==> src/rtl/sobel_frame_ctrl.sv <==
// Frame sequencer for the sobel datapath: admits one frame of windows, aligns results.
// Optional edge counter enabled by defining SOBEL_CTRL_EDGE_CNT_EN.
module sobel_frame_ctrl #(
    parameter int WIDTH   = 640,
    parameter int HEIGHT  = 480,
    parameter int X_W     = 10,
    parameter int Y_W     = 9,
    parameter int LATENCY = 7,
    parameter int THRESH  = 64
) (
    input  logic           clk,
    input  logic           rst,
    input  logic           start,
    input  logic           in_valid,
    output logic           in_ready,
    output logic           refresh,
    input  logic [7:0]     filt_pix,
    output logic [7:0]     out_pix,
    output logic           out_valid,
    output logic [X_W-1:0] out_x,
    output logic [Y_W-1:0] out_y,
    output logic           busy,
`ifdef SOBEL_CTRL_EDGE_CNT_EN
    output logic [X_W+Y_W-1:0] edge_count,
`endif
    output logic           frame_done
);

    localparam int FW = $clog2(LATENCY + 1);
    localparam logic [X_W-1:0] XMAX = X_W'(WIDTH - 1);
    localparam logic [Y_W-1:0] YMAX = Y_W'(HEIGHT - 1);
    localparam logic [FW-1:0]  LAT_C = FW'(LATENCY);

    if (THRESH > 255 || (2 ** X_W) < WIDTH || (2 ** Y_W) < HEIGHT) begin : g_param_chk
        $error("sobel_frame_ctrl: parameter out of range");
    end

    typedef enum logic [2:0] {
        S_IDLE,
        S_REFRESH,
        S_RUN,
        S_FLUSH,
        S_DONE
    } state_e;

    state_e         state_q;
    logic [X_W-1:0] x_q;
    logic [Y_W-1:0] y_q;
    logic [FW-1:0]  fcnt_q;
    logic           in_ready_q;
    logic           refresh_q;
    logic           busy_q;
    logic           done_q;
    logic           accept;

    assign accept     = in_valid && in_ready_q;
    assign in_ready   = in_ready_q;
    assign refresh    = refresh_q;
    assign busy       = busy_q;
    assign frame_done = done_q;

    always_ff @(posedge clk) begin
        if (!rst) begin
            state_q    <= S_IDLE;
            x_q        <= '0;
            y_q        <= '0;
            fcnt_q     <= '0;
            in_ready_q <= 1'b0;
            refresh_q  <= 1'b0;
            busy_q     <= 1'b0;
            done_q     <= 1'b0;
        end else begin
            refresh_q <= 1'b0;
            done_q    <= 1'b0;
            unique case (state_q)
                S_IDLE: begin
                    if (start) begin
                        state_q   <= S_REFRESH;
                        refresh_q <= 1'b1;
                        busy_q    <= 1'b1;
                    end
                end
                S_REFRESH: begin
                    x_q        <= '0;
                    y_q        <= '0;
                    state_q    <= S_RUN;
                    in_ready_q <= 1'b1;
                end
                S_RUN: begin
                    if (accept) begin
                        if (x_q == XMAX) begin
                            x_q <= '0;
                            if (y_q == YMAX) begin
                                state_q    <= S_FLUSH;
                                in_ready_q <= 1'b0;
                                fcnt_q     <= '0;
                            end else begin
                                y_q <= y_q + 1'b1;
                            end
                        end else begin
                            x_q <= x_q + 1'b1;
                        end
                    end
                end
                // Stay until the final result has left the output register.
                S_FLUSH: begin
                    if (fcnt_q == LAT_C) begin
                        state_q <= S_DONE;
                        done_q  <= 1'b1;
                    end else begin
                        fcnt_q <= fcnt_q + 1'b1;
                    end
                end
                S_DONE: begin
                    if (start) begin
                        state_q   <= S_REFRESH;
                        refresh_q <= 1'b1;
                    end else begin
                        state_q <= S_IDLE;
                        busy_q  <= 1'b0;
                    end
                end
                default: state_q <= S_IDLE;
            endcase
        end
    end

    logic           vld_q [LATENCY];
    logic [X_W-1:0] dx_q  [LATENCY];
    logic [Y_W-1:0] dy_q  [LATENCY];
    logic           tap_v;
    logic [X_W-1:0] tap_x;
    logic [Y_W-1:0] tap_y;
    logic           border;
    logic           ov_q;
    logic [7:0]     pix_q;
    logic [X_W-1:0] ox_q;
    logic [Y_W-1:0] oy_q;

    assign tap_v  = vld_q[LATENCY-1];
    assign tap_x  = dx_q[LATENCY-1];
    assign tap_y  = dy_q[LATENCY-1];
    assign border = (tap_x == '0) || (tap_x == XMAX) ||
                    (tap_y == '0) || (tap_y == YMAX);

    assign out_valid = ov_q;
    assign out_pix   = pix_q;
    assign out_x     = ox_q;
    assign out_y     = oy_q;

    always_ff @(posedge clk) begin
        if (!rst) begin
            for (int i = 0; i < LATENCY; i++) begin
                vld_q[i] <= 1'b0;
                dx_q[i]  <= '0;
                dy_q[i]  <= '0;
            end
            ov_q  <= 1'b0;
            pix_q <= '0;
            ox_q  <= '0;
            oy_q  <= '0;
        end else begin
            vld_q[0] <= accept;
            dx_q[0]  <= x_q;
            dy_q[0]  <= y_q;
            for (int i = 1; i < LATENCY; i++) begin
                vld_q[i] <= vld_q[i-1];
                dx_q[i]  <= dx_q[i-1];
                dy_q[i]  <= dy_q[i-1];
            end
            ov_q  <= tap_v;
            ox_q  <= tap_x;
            oy_q  <= tap_y;
            pix_q <= border ? 8'h00 : filt_pix;
        end
    end

`ifdef SOBEL_CTRL_EDGE_CNT_EN
    logic [X_W+Y_W-1:0] ec_q;

    assign edge_count = ec_q;

    always_ff @(posedge clk) begin
        if (!rst) begin
            ec_q <= '0;
        end else if (state_q == S_REFRESH) begin
            ec_q <= '0;
        end else if (tap_v && !border && filt_pix >= 8'(THRESH)) begin
            ec_q <= ec_q + 1'b1;
        end
    end
`endif

endmodule

==> config.mk <==
export PLATFORM = sky130hd
export DESIGN_NAME = sobel_frame_ctrl
export DESIGN_NICKNAME = d
export VERILOG_FILES = /design/src/rtl/sobel_frame_ctrl.sv
export SDC_FILE = /design/constraint.sdc
export NUM_CORES = 1
export LEC_CHECK = 0
export BUFFER_PORTS_ARGS = -buffer_cell sky130_fd_sc_hd__buf_2
export CORE_MARGIN = 10
export CORE_UTILIZATION = 55
export DETAILED_ROUTE_END_ITERATION = 8
export PLACE_DENSITY = 0.74
export RECOVER_POWER = 25
export SETUP_SLACK_MARGIN = 0.3
export SYNTH_ARGS = -nofsm -noshare
export SYNTH_HDL_FRONTEND = slang
export SYNTH_SLANG_ARGS = --single-unit
==> constraint.sdc <==
create_clock -name clk -period 5.4 [get_ports clk]
set_clock_uncertainty 0.2 [all_clocks]
set_input_delay 1.08 -clock clk [delete_from_list [all_inputs] [get_ports clk]]
set_output_delay 1.08 -clock clk [all_outputs]
set_load 0.02 [all_outputs]
==> metrics.md, run 1 <==
| Metric | Value |
|---|---|
| Synth Flop Type | dfxtp_1 |
| Max Root-Sink Buffers | 2 |
| Syn Inst Count | 555 |
| Critical Path Source Type | flip-flop |
| Postcts setup bufs | 0 |
| Slew at the pin closest to its max-slew limit | 950 ps |
| Port Buffer Count | 43 |
| Initial core utilization | 0.564 |
| H-tree levels | 4 |
| Hold Startpoint | vld_q[4] |
| Clk slew on worst S/H paths | 70 ps |
| Die Width | 126 um |
| Minimum clock period | 2510 ps |
| Max VDD drop | 0.218 mV |
| Fin cells | 742 |
| Register area share after synthesis | 0.642 |
| Fmax | 0.399 GHz |
| Boundary Pins | 44 |
| Final Max Slew Viols | 0 |
| RSZ-0062 raised after global routing | no |
| Number of global-route vias before repair | 3679 |
| Busiest metal layer after global routing | met2 |
| HPWL Detailed | 5.63 mm |
| Core area | 10900 um2 |
| Vias | 3739 |
| Resize count post-CTS | 0 |
| Setup TNS | 0 ps |
| Nature of the critical path endpoint | flip-flop |
| Ant diodes | 0 |
| Nets | 606 |
| Origin of the worst setup path | x_q[0] |
| Worst EP arrival | 2750 ps |
| CP Max Fanout | 11 |
| Netlist cell types | 44 |
| Final Cycle Share | 0.464 |
| Die height | 126 um |
| Cells after DPL | 711 |
| Met2 global-route usage | 0.186 |
| Register bit count reported by yosys | 197 |
| Leakage | 0.00290 uW |
| Remaining DRCs | 0 |
| # setup viols final | 0 |
| Pwr/cell area | 404 nW/um2 |
| Routed Antenna Nets | 0 |
| Outcome | complete, no violations |
| Clock root cell | clkbuf_8 |
| Syn Area/Cell | 11.1 um2 |
| Yosys warns | 0 |
| Worst EP required | 5650 ps |
| Met1 usage | 0.136 |
| Post-synth EDFFs | 0 |
| Initial antenna violation count | 0 |
| Max Cap Viol | 0 |
| Rows | 38 |
| Routed wire length | 9.18 mm |
| Grt ovf | 0 |
| Drt initial violations | 259 |
| Largest stage delay, worst path | 670 ps |
| Worst R2R Start | x_q[0] |
| Final hold violations | 0 |
| Asr flop ratio synth | 0 |
| Drt pass-1 iters | 4 |
| Largest net degree at the start of global routing | 91 |
| GRT Util Overall | 0.120 |
| Max-slew headroom | 0.366 |
| Die area | 15800 um2 |
| Hold WS | 228 ps |
| Mapped cell area | 6140 um2 |
| Via-per-instance ratio | 5.04 |
| Clock Latency Late Sink | 530 ps |
| Met3 Track Usage GR | 0.0512 |
| Critical setup path kind | flip-flop to flip-flop |
| RD Place Congestion | 0.832 |
| Area delta synth->final | 15.0% |
| First-pass GRT wire length | 15.9 mm |
| Clock sinks | 197 |
| Layout cell share with drive strength beyond 1 | 0.135 |
| CP max stage cell | or4_4 |
| Hold-fix buffer count after cts | 0 |
| WL/cell | 12.4 um |
| CTS tree | built |
| Critical-path cell list | ha_1 > nand3_1 > or4_4 > or4_1 > o211ai_1 |
| Post-Syn Nets | 571 |
| Min-delay worst type | flip-flop to flip-flop |
| Number of CTS-inserted buffers | 17 |
-- layout by cell type, fill, tap and decap left out, types with 4 or more instances in the layout --
| cell | instances |
|---|---|
| dfxtp_1 | 197 |
| and2_1 | 159 |
| buf_2 | 42 |
| nand2_1 | 17 |
| clkbuf_16 | 16 |
| a21oi_1 | 13 |
| nor2_1 | 12 |
| nand4_1 | 12 |
| nand3_1 | 12 |
| nor4b_1 | 9 |
| a31oi_1 | 9 |
| nor4_1 | 8 |
| or3_1 | 7 |
| o21ai_0 | 7 |
| o211ai_1 | 6 |
| nor3_1 | 6 |
| bufinv_16 | 6 |
| nand4b_1 | 5 |
| inv_1 | 4 |
| or2_2 | 4 |
| or4_1 | 4 |
| ha_1 | 4 |
-- cell type report --
type,instances,area (um2)
flip-flops and latches,197,3940
fillers,863,3820
multi-input cells,325,2050
clock buffers,21,439
repair buffers,45,233
clock inverters,10,203
well taps,140,175
inverters,4,15.0
-- power breakdown --
part           leakage (uW)  switching [uW]  internal, uW
logic               0.00100            35.3          15.5
registers           0.00159            5.12          1460
clock network      0.000312             489           853
-- metrics by stage --
| stage | utilization | total power, uW | worst slack (ps) | instance area [um2] |
|---|---|---|---|---|
| finish | 0.649 | 2850 | 2890 | 7060 |
| global route | 0.649 | 2950 | 2740 | 7060 |
| CTS | 0.649 | 2890 | 2940 | 7060 |
| detailed placement | 0.590 | 1550 | 2420 | 6420 |
| global placement | 0.590 | 1540 | 2490 | 6420 |
| floorplan | - | 1530 | 2840 | 6140 |
-- worst max-delay path, delay by kind of cell, from the launching register on --
family | cells | cell delay, ps
fa+ha+maj | 1 | 230
simple gates | 3 | 1480
compound gates | 1 | 90
flops | 1 | 420
-- cells by family (layout without fill, tap and decap cells) --
group | Yosys count | in the layout | share of synthesized area
adder cells (fa/ha/maj) | 4 | 4 | 0.00815
buffers and inverters | 33 | 80 | 0.0232
flip-flops | 197 | 197 | 0.642
XOR/XNOR | 1 | 1 | 0.00143
AO/OA/AOI/OAI | 47 | 47 | 0.0489
AND/OR/NAND/NOR | 270 | 270 | 0.271
multiplexers | 3 | 3 | 0.00489
-- synthesized netlist by cell type, drive strengths merged, types with 2 or more instances --
cell type | instances | area, um2
nand3 | 12 | 60.1
inv | 4 | 15.0
mux2i | 3 | 30.0
dfxtp | 197 | 3940
or4 | 5 | 41.3
nor3 | 6 | 30.0
buf | 5 | 37.5
nand2b | 2 | 12.5
nand2 | 17 | 63.8
a21oi | 13 | 65.1
nor2 | 12 | 45.0
and2 | 160 | 1000
o21ai | 7 | 35.0
a31oi | 9 | 56.3
and4 | 2 | 17.5
nand4b | 5 | 43.8
nand4 | 12 | 75.1
o21a | 2 | 15.0
nor4b | 9 | 78.8
o211ai | 6 | 45.0
nor3b | 3 | 22.5
or2 | 4 | 25.0
nor4 | 8 | 50.1
a21boi | 2 | 15.0
ha | 4 | 50.1
and3 | 2 | 12.5
clkbuf | 24 | 90.1
or3 | 7 | 43.8
-- sequential cells by signal, summed over array words and instances, names as in the netlist, 7 cells and up --
| signal | count |
|---|---|
| dx_q | 70 |
| dy_q | 63 |
| out_x | 10 |
| x_q | 10 |
| out_y | 9 |
| y_q | 9 |
| out_pix | 8 |
| vld_q | 7 |
-- per-layer routing --
| layer | wire length [um] | vias up |
|---|---|---|
| met5 | 0 | - |
| met1 | 4260 | 1700 |
| met4 | 154 | 0 |
| met2 | 4100 | 99 |
| li1 | - | 1928 |
| met3 | 667 | 12 |
-- final timing paths --
path,to,slack [ps],depth (start not counted)
worst max-delay path,y_q[7],2890,5
worst min-delay path,vld_q[5],230,1
worst max register to register,y_q[7],2890,5
worst min register to register,vld_q[5],230,1
(Power assumes the default switching activity.)
==> run 2: changes to the inputs <==
==> constraint.sdc (replaced) <==
create_clock -name clk -period 2.4 [get_ports clk]
set_clock_uncertainty 0.2 [all_clocks]
set_input_delay 0.48 -clock clk [delete_from_list [all_inputs] [get_ports clk]]
set_output_delay 0.48 -clock clk [all_outputs]
set_load 0.02 [all_outputs]
==> metrics.md, run 2 (synthesis results as in run 1) <==
| Metric | Value |
|---|---|
| Die Width | 126 um |
| RSZ-0062 raised after global routing | yes |
| Max Root-Sink Buffers | 2 |
| First-pass GRT wire length | 16.4 mm |
| Clock sinks | 197 |
| Remaining DRCs | 0 |
| Max VDD drop | 0.577 mV |
| Worst EP required | 2620 ps |
| FF-to-FF End | y_q[5] |
| Nature of the critical path endpoint | flip-flop |
| Worst r2r path cells | 6 |
| Outcome | complete, no violations |
| GRT Util Overall | 0.124 |
| Nets | 636 |
| Layout cell share with drive strength beyond 1 | 0.185 |
| Pint | 4930 uW |
| Die area | 15800 um2 |
| Core area | 10900 um2 |
| Vias | 3915 |
| Minimum clock period | 2110 ps |
| Routed wire length | 9.78 mm |
| Die height | 126 um |
| Sw Pwr | 1250 uW |
| Via-per-instance ratio | 5.07 |
| WL/cell | 12.7 um |
| Pwr/cell area | 842 nW/um2 |
| Final hold violations | 0 |
| Critical setup path kind | flip-flop to flip-flop |
| # setup viols final | 0 |
| HPWL Detailed | 5.87 mm |
| FF-to-FF setup slack | 290 ps |
| Origin of the worst setup path | x_q[0] |
| Grt ovf | 0 |
| Commonest non-fill, non-tap cell in the layout | dfxtp_1 |
| Initial antenna violation count | 0 |
| Number of global-route vias before repair | 3589 |
| Max Cap Viol | 0 |
| Pre-CTS setup slack | 163 ps |
| Final Cycle Share | 0.879 |
| Worst EP arrival | 2330 ps |
| Min-delay worst type | primary input to flip-flop |
| Total power | 6180 uW |
| Area delta synth->final | 19.5% |
| Commonest non-fill, non-tap cells in the layout | 190 x dfxtp_1, 154 x and2_1, 42 x buf_2 |
| Drt pass-1 iters | 5 |
| Clk slew on worst S/H paths | 70 ps |
| WHS Path Cells | 2 |
| Fill cell count | 827 |
| Fmax | 0.474 GHz |
| Boundary Pins | 44 |
| Placed Area | 6500 um2 |
| Leading registers by flop count | dx_q x70, dy_q x63 |
| Sw Share | 0.203 |
| Max-slew headroom | 0.420 |
| Leakage | 0.00302 uW |
| CTS tree | built |
| Final Max Slew Viols | 0 |
| CP Max Fanout | 5 |
| Setup TNS | 0 ps |
| Max reg flops | 70 |
| Clock Latency Late Sink | 530 ps |
| Drt initial violations | 249 |
| Most flop-heavy register | dx_q |
| Final instance area | 7340 um2 |
| Number of CTS-inserted buffers | 17 |
| PnR worst setup slack | 290 ps |
| Hold WS | 25.9 ps |
| Worst R2R Start | x_q[0] |
| Rows | 38 |
| Flop pwr share | 0.531 |
| Critical Path Sink | y_q[5] |
| Critical Path Source Type | flip-flop |
| Comb pwr share | 0.024 |
| Ant diodes | 0 |
| RD Place Congestion | 0.817 |
| Port Buffer Count | 43 |
| Slew at the pin closest to its max-slew limit | 870 ps |
| Routed Antenna Nets | 0 |
| Largest net degree at the start of global routing | 152 |
| Clock root cell | clkbuf_8 |
| Initial core utilization | 0.564 |
| Clk pwr share | 0.445 |
| H-tree levels | 4 |
## run 2: area by class of cell
| class | instances | area (um2) | area share |
|---|---|---|---|
| Inverter | 4 | 15.0 | 0.00205 |
| Sequential cell | 197 | 3960 | 0.540 |
| Timing Repair Buffer | 74 | 483 | 0.0658 |
| Clock buffer | 21 | 469 | 0.0639 |
| Tap cell | 140 | 175 | 0.0239 |
| Multi-Input combinational cell | 326 | 2120 | 0.288 |
| Clock inverter | 10 | 120 | 0.0164 |
## run 2: how the worst min path moves through the flow
stage	startpoint	to	slack, ps
5_1_grt	filt_pix[6]	out_pix[6]	20
2_1_floorplan	vld_q[4]	vld_q[5]	210
3_3_place_gp	vld_q[4]	vld_q[5]	210
3_5_place_dp	vld_q[4]	vld_q[5]	220
6_report	filt_pix[6]	out_pix[6]	30
4_1_cts	filt_pix[6]	out_pix[6]	6
## run 2: metal layers
metal / part of all wire / GRT usage / vias up
met5: 0 / 0 / -
met4: 0.017 / 0.0583 / 0
met3: 0.071 / 0.0512 / 17
met2: 0.46 / 0.199 / 115
met1: 0.45 / 0.141 / 1788
li1: - / - / 1995
## run 2: stage by stage
step / cells / utilization
after floorplan: 555 / -
after global placement: 718 / 0.597
after detailed placement: 718 / 0.597
after CTS: 763 / 0.665
after global routing: 772 / 0.674
final: 772 / 0.674
## run 2: power by group through the flow
| stage | Clock, uW | Sequential, uW | Combinational (uW) |
|---|---|---|---|
| 2_1_floorplan | 0 | 3360 | 84.4 |
| 3_3_place_gp | 0 | 3360 | 126 |
| 3_5_place_dp | 0 | 3360 | 129 |
| 4_1_cts | 2810 | 3280 | 145 |
| 5_1_grt | 2930 | 3280 | 169 |
| 6_report | 2750 | 3280 | 151 |
## run 2: worst max-delay path, stage by stage, from the launching register on
cell,delay [ps]
dfxtp_4,370
ha_4,160
nand3_4,90
or4_4,560
buf_4,170
a211o_1,250
a22o_1,200
## run 2: timing repair
item,in CTS,in global routing
pin swaps,3,4
gates cloned,0,1
hold buffers,8,0
buffers inserted,6,8
endpoints found under the setup margin,7,9
endpoints found under the hold margin,8,0
resized for setup,9,8
